--- config.mk ---
export PLATFORM = sky130hd
export DESIGN_NAME = mips_mc_controller
export DESIGN_NICKNAME = d
export VERILOG_FILES = /design/src/rtl/mips_mc_controller.sv
export SDC_FILE = /design/constraint.sdc
export NUM_CORES = 1
export LEC_CHECK = 0
export ABC_AREA = 1
export CORE_MARGIN = 1
export CORE_UTILIZATION = 30
export CTS_CLUSTER_SIZE = 14
export DETAILED_ROUTE_END_ITERATION = 16
export GPL_TIMING_DRIVEN = 0
export PLACE_DENSITY = 0.68
export SLEW_MARGIN = 20
export SYNTH_ARGS = -nofsm -noshare
export SYNTH_HDL_FRONTEND = slang
export SYNTH_SLANG_ARGS = --single-unit
--- constraint.sdc ---
create_clock -name clk -period 1.65 [get_ports clk]
set_input_delay 0.33 -clock clk [delete_from_list [all_inputs] [get_ports clk]]
set_output_delay 0.33 -clock clk [all_outputs]
set_load 0.05 [all_outputs]
--- src/rtl/mips_mc_controller.sv ---
// Moore control FSM for the multicycle MIPS datapath, which feeds aluop to the ALU decoder.
// Optional feature: define MC_CTRL_BNE_EN to add the BNE state (S12) and its pcen term.
module mips_mc_controller (
  input  logic       clk,
  input  logic       reset,
  input  logic [5:0] op,
  input  logic       zero,
  output logic       pcen,
  output logic       memwrite,
  output logic       irwrite,
  output logic       regwrite,
  output logic       iord,
  output logic       memtoreg,
  output logic       regdst,
  output logic       alusrca,
  output logic [1:0] alusrcb,
  output logic [1:0] pcsrc,
  output logic [1:0] aluop,
  output logic [3:0] state
);

  localparam logic [5:0] OP_RTYPE = 6'b000000;
  localparam logic [5:0] OP_LW    = 6'b100011;
  localparam logic [5:0] OP_SW    = 6'b101011;
  localparam logic [5:0] OP_BEQ   = 6'b000100;
  localparam logic [5:0] OP_ADDI  = 6'b001000;
  localparam logic [5:0] OP_J     = 6'b000010;
  localparam logic [5:0] OP_BNE   = 6'b000101;

  typedef enum logic [3:0] {
    S_FETCH   = 4'd0,
    S_DECODE  = 4'd1,
    S_MEMADR  = 4'd2,
    S_MEMRD   = 4'd3,
    S_MEMWB   = 4'd4,
    S_MEMWR   = 4'd5,
    S_EXECUTE = 4'd6,
    S_ALUWB   = 4'd7,
    S_BRANCH  = 4'd8,
    S_ADDIEX  = 4'd9,
    S_ADDIWB  = 4'd10,
    S_JUMP    = 4'd11,
    S_BNE     = 4'd12
  } state_t;

  state_t r_state;
  state_t w_next;
  logic   w_pcwrite;
  logic   w_branch;
`ifdef MC_CTRL_BNE_EN
  logic   w_branchne;
`endif

  // NOTE: sequential state uses non-blocking assignment so every flop samples pre-edge values.
  always_ff @(posedge clk or posedge reset) begin
    if (reset) r_state <= S_FETCH;
    else       r_state <= w_next;
  end

  // NOTE: every output gets a default before the case, so no state can infer a latch.
  always_comb begin
    w_next    = S_FETCH;
    w_pcwrite = 1'b0;
    w_branch  = 1'b0;
`ifdef MC_CTRL_BNE_EN
    w_branchne = 1'b0;
`endif
    memwrite  = 1'b0;
    irwrite   = 1'b0;
    regwrite  = 1'b0;
    iord      = 1'b0;
    memtoreg  = 1'b0;
    regdst    = 1'b0;
    alusrca   = 1'b0;
    alusrcb   = 2'b00;
    pcsrc     = 2'b00;
    aluop     = 2'b00;
    case (r_state)
      S_FETCH: begin
        irwrite   = 1'b1;
        w_pcwrite = 1'b1;
        alusrcb   = 2'b01;
        w_next    = S_DECODE;
      end
      S_DECODE: begin
        alusrcb = 2'b11;
        case (op)
          OP_LW, OP_SW: w_next = S_MEMADR;
          OP_RTYPE:     w_next = S_EXECUTE;
          OP_BEQ:       w_next = S_BRANCH;
          OP_ADDI:      w_next = S_ADDIEX;
          OP_J:         w_next = S_JUMP;
`ifdef MC_CTRL_BNE_EN
          OP_BNE:       w_next = S_BNE;
`endif
          default:      w_next = S_FETCH;
        endcase
      end
      S_MEMADR: begin
        alusrca = 1'b1;
        alusrcb = 2'b10;
        // An opcode that is neither lw nor sw here aborts without touching memory.
        if (op == OP_LW)      w_next = S_MEMRD;
        else if (op == OP_SW) w_next = S_MEMWR;
        else                  w_next = S_FETCH;
      end
      S_MEMRD: begin
        iord   = 1'b1;
        w_next = S_MEMWB;
      end
      S_MEMWB: begin
        regwrite = 1'b1;
        memtoreg = 1'b1;
      end
      S_MEMWR: begin
        iord     = 1'b1;
        memwrite = 1'b1;
      end
      S_EXECUTE: begin
        alusrca = 1'b1;
        aluop   = 2'b10;
        w_next  = S_ALUWB;
      end
      S_ALUWB: begin
        regwrite = 1'b1;
        regdst   = 1'b1;
      end
      S_BRANCH: begin
        alusrca  = 1'b1;
        aluop    = 2'b01;
        pcsrc    = 2'b01;
        w_branch = 1'b1;
      end
      S_ADDIEX: begin
        alusrca = 1'b1;
        alusrcb = 2'b10;
        w_next  = S_ADDIWB;
      end
      S_ADDIWB: regwrite = 1'b1;
      S_JUMP: begin
        pcsrc     = 2'b10;
        w_pcwrite = 1'b1;
      end
`ifdef MC_CTRL_BNE_EN
      S_BNE: begin
        alusrca    = 1'b1;
        aluop      = 2'b01;
        pcsrc      = 2'b01;
        w_branchne = 1'b1;
      end
`endif
      default: w_next = S_FETCH;
    endcase
  end

`ifdef MC_CTRL_BNE_EN
  assign pcen = w_pcwrite | (w_branch & zero) | (w_branchne & ~zero);
`else
  assign pcen = w_pcwrite | (w_branch & zero);
`endif

  assign state = r_state;

endmodule
==> Flow_metrics.wiki <==
{| class="wikitable"
! Metric !! Value
|-
| Cell with the biggest individual delay on the critical path || sky130_fd_sc_hd__dfrtp_2
|-
| Run status || finished, violations left
|-
| Number of antenna violations at the first check in global routing || 0
|-
| Tightest Pin Transition || 0.486 ns
|-
| Synthesized netlist net count || 82
|-
| Average instance area after synthesis || 5.66 um^2
|-
| CP Cell Sequence || inv_4 > nor2_4 > inv_4 > nor2_4 > a21oi_2 > o21ai_2 > buf_6
|-
| Setup slack after layout || -0.0202 ns
|-
| Required time at the worst-slack endpoint || 1.32 ns
|-
| Share of post-route cells with drive strength above 1 || 49.0%
|-
| Area share of the largest cell type after synthesis || 24.2%
|-
| Half-perimeter wire length after detailed placement || 960 um
|-
| Static power due to leakage || 0.388 nW
|-
| Worst Hold Slack || 0.274 ns
|-
| I/O pins || 27
|-
| Max VDD drop || 780 uV
|-
| Final net count || 113
|-
| Largest net degree at the start of global routing || 8
|-
| Number of buffers inserted by port buffering || 26
|-
| Number of hold buffers added after cts || 0
|-
| Aggregate global-route resource usage || 19.7%
|-
| Unrepaired setup endpoints after global routing || yes
|-
| Kind of cell adding the most delay to the critical path || flip-flops
|-
| Period Utilization, post-route || 101%
|-
| Drt via density || 4.64
|-
| Routed vias || 543
|-
| Slowest cell delay on critical path || 0.45 ns
|-
| DRT antenna net count || 0
|-
| Number of clock sinks seen by CTS || 4
|-
| Total Die Area || 0.00153 mm^2
|-
| Element type at the critical path end || primary output
|-
| Total length of routed wires || 1240 um
|-
| Count of cell types in the netlist || 15
|-
| Clock transition at path regs || 0.04 ns
|-
| DRC || 0
|-
| Grt ovf || 0
|-
| Violated checks || negative setup slack
|-
| Crit path buf inv count || 3
|-
| Cts bufs inserted || 3
|-
| Total power consumption of the routed design || 1.12 mW
|-
| Top post-synthesis cells by area || sky130_fd_sc_hd__dfrtp_1 24%, sky130_fd_sc_hd__nor2_1 15%, sky130_fd_sc_hd__nand2_1 11%
|-
| Final setup violating endpoints || 2
|-
| Clock Skew || 0.00571 ns
|-
| Critical Path Fanout Max || 5
|-
| Synth-to-Final Area Change || 93.6%
|-
| Count of H-tree levels built during CTS || 1
|-
| Tightest Hold Check Type || in -> async
|-
| Clk buf depth || 2
|-
| Highest Clock Rate || 0.599 GHz
|-
| Post-synthesis instance area || 413 um^2
|-
| Site row count || 13
|-
| Power per unit of standard cell area || 1410 mW/mm^2
|-
| Number of warnings printed during yosys synthesis || 0
|-
| Global-route wire length before repair || 1980 um
|-
| Initial standard-cell utilization of the core || 32.1%
|-
| Most common cell in the synthesized netlist || sky130_fd_sc_hd__nor2_1
|-
| Worst Setup Path Type || reg -> out
|-
| Antenna fix cells || 0
|-
| Violation count after the first detailed-routing iteration || 5
|-
| Clock tree root buffer cell || sky130_fd_sc_hd__clkbuf_4
|-
| Sequential cell area fraction in the yosys report || 24.2%
|-
| Synth Register Bits || 4
|-
| Cell count after synthesis || 73
|-
| DIE HEIGHT || 39.1 um
|-
| Worst-Skew Late Latency || 0.23 ns
|-
| Average routed wire per standard cell || 10.6 um
|-
| Weighted congestion at the end of routability-driven global placement || 0.744
|-
| Width of the chip || 39.1 um
|-
| Iteration count of the initial detailed-routing pass || 4
|-
| CTS tree || built
|-
| Worst Setup Start Kind || flop
|-
| Number of pins with negative max-slew slack in the final report || 0
|-
| Worst relative slew slack || 67.7%
|-
| FFs w/ async S/R, synth || 100%
|-
| Clock period minus worst slack || 1.67 ns
|-
| Data arrival time of the worst path || 1.34 ns
|-
| Flip-flop cell with the highest count after synthesis || sky130_fd_sc_hd__dfrtp_1
|-
| Largest area contributor in the netlist || sky130_fd_sc_hd__dfrtp_1
|-
| Via count of the first global-routing pass || 465
|-
| Final-report hold violation count || 0
|-
| Commonest cells post-synth || 17 x sky130_fd_sc_hd__nor2_1, 12 x sky130_fd_sc_hd__nand2_1, 8 x sky130_fd_sc_hd__inv_1, 8 x sky130_fd_sc_hd__nand3_1, 6 x sky130_fd_sc_hd__nor2_2
|-
| Number of violations of the max-capacitance limit || 0
|-
| Number of enable flip-flop cells after synthesis || 0
|-
| Max FFs per register || 4
|-
| Placeable core area || 0.00128 mm^2
|}
cell families after synthesis:
group	count (synthesis)	share of synthesized area [%]
compound gates	8	10.6
buf+inv	12	10.9
flops	4	24.2
simple gates	49	54.2
cell usage in the layout (no fill, tap or decap), drive strengths merged:
cell,instances
clkbuf,7
dfrtp,4
o21ai,5
nand4,1
nor2,23
inv,12
nand2,15
nand3b,1
o2111ai,1
a21oi,2
buf,10
nand3,8
clkdlybuf4s50,8
nor3,1
dlygate4sd2,4
repair_timing:
item,CTS,global route
setup buffers,0,0
resized for setup,89,18
endpoints found under the setup margin,18,12
pin swaps,0,1
report_power, final:
group	total, mW	switching, mW	internal [mW]
sequential	0.179	0.0558	0.124
clock	0.120	0.0388	0.0813
combinational	0.824	0.578	0.246
total	1.12	0.673	0.451
final cells by class:
| cell class | count | area, um^2 |
|---|---|---|
| Timing Repair Buffer | 26 | 234 |
| Tap cell | 15 | 18.8 |
| Fill cell | 124 | 485 |
| Inverter | 12 | 55.1 |
| Sequential cell | 4 | 105 |
| Clock buffer | 3 | 22.5 |
| Multi-Input combinational cell | 57 | 364 |
worst paths after layout:
kind                            cells after the start       end  slack, ns     start
worst max-delay path                                7  regwrite      -0.02  state[2]
worst min-delay path                                2  state[0]       0.27     reset
worst max register to register                      6  state[2]       0.44  state[2]
worst min register to register                      2  state[2]       0.71  state[1]
max in group asynchronous                           2  state[2]       1.21     reset
min in group clk                                    2  state[2]       0.71  state[1]
metal layers:
| metal | vias up | global-route usage [%] | routed length (um) |
|---|---|---|---|
| met5 | - | 0 | 0 |
| met4 | 0 | 7.76 | 15 |
| met3 | 2 | 6.94 | 76 |
| met2 | 24 | 33.8 | 649 |
| met1 | 224 | 21.9 | 497 |
| li1 | 293 | - | - |
metrics by stage:
stage	setup slack [ns]	std cells	util [%]	TNS [ns]	cell area, um^2
5_1_grt	-0.0882	117	62.2	-0.324	800
3_3_place_gp	-0.448	114	58.0	-4.31	746
4_1_cts	-0.0631	117	57.6	-0.121	741
6_report	-0.0202	117	62.2	-0.0263	800
3_5_place_dp	-0.461	114	58.0	-4.39	746
2_1_floorplan	-0.156	73	-	-0.440	467
Power figures use the tool's default switching activity.
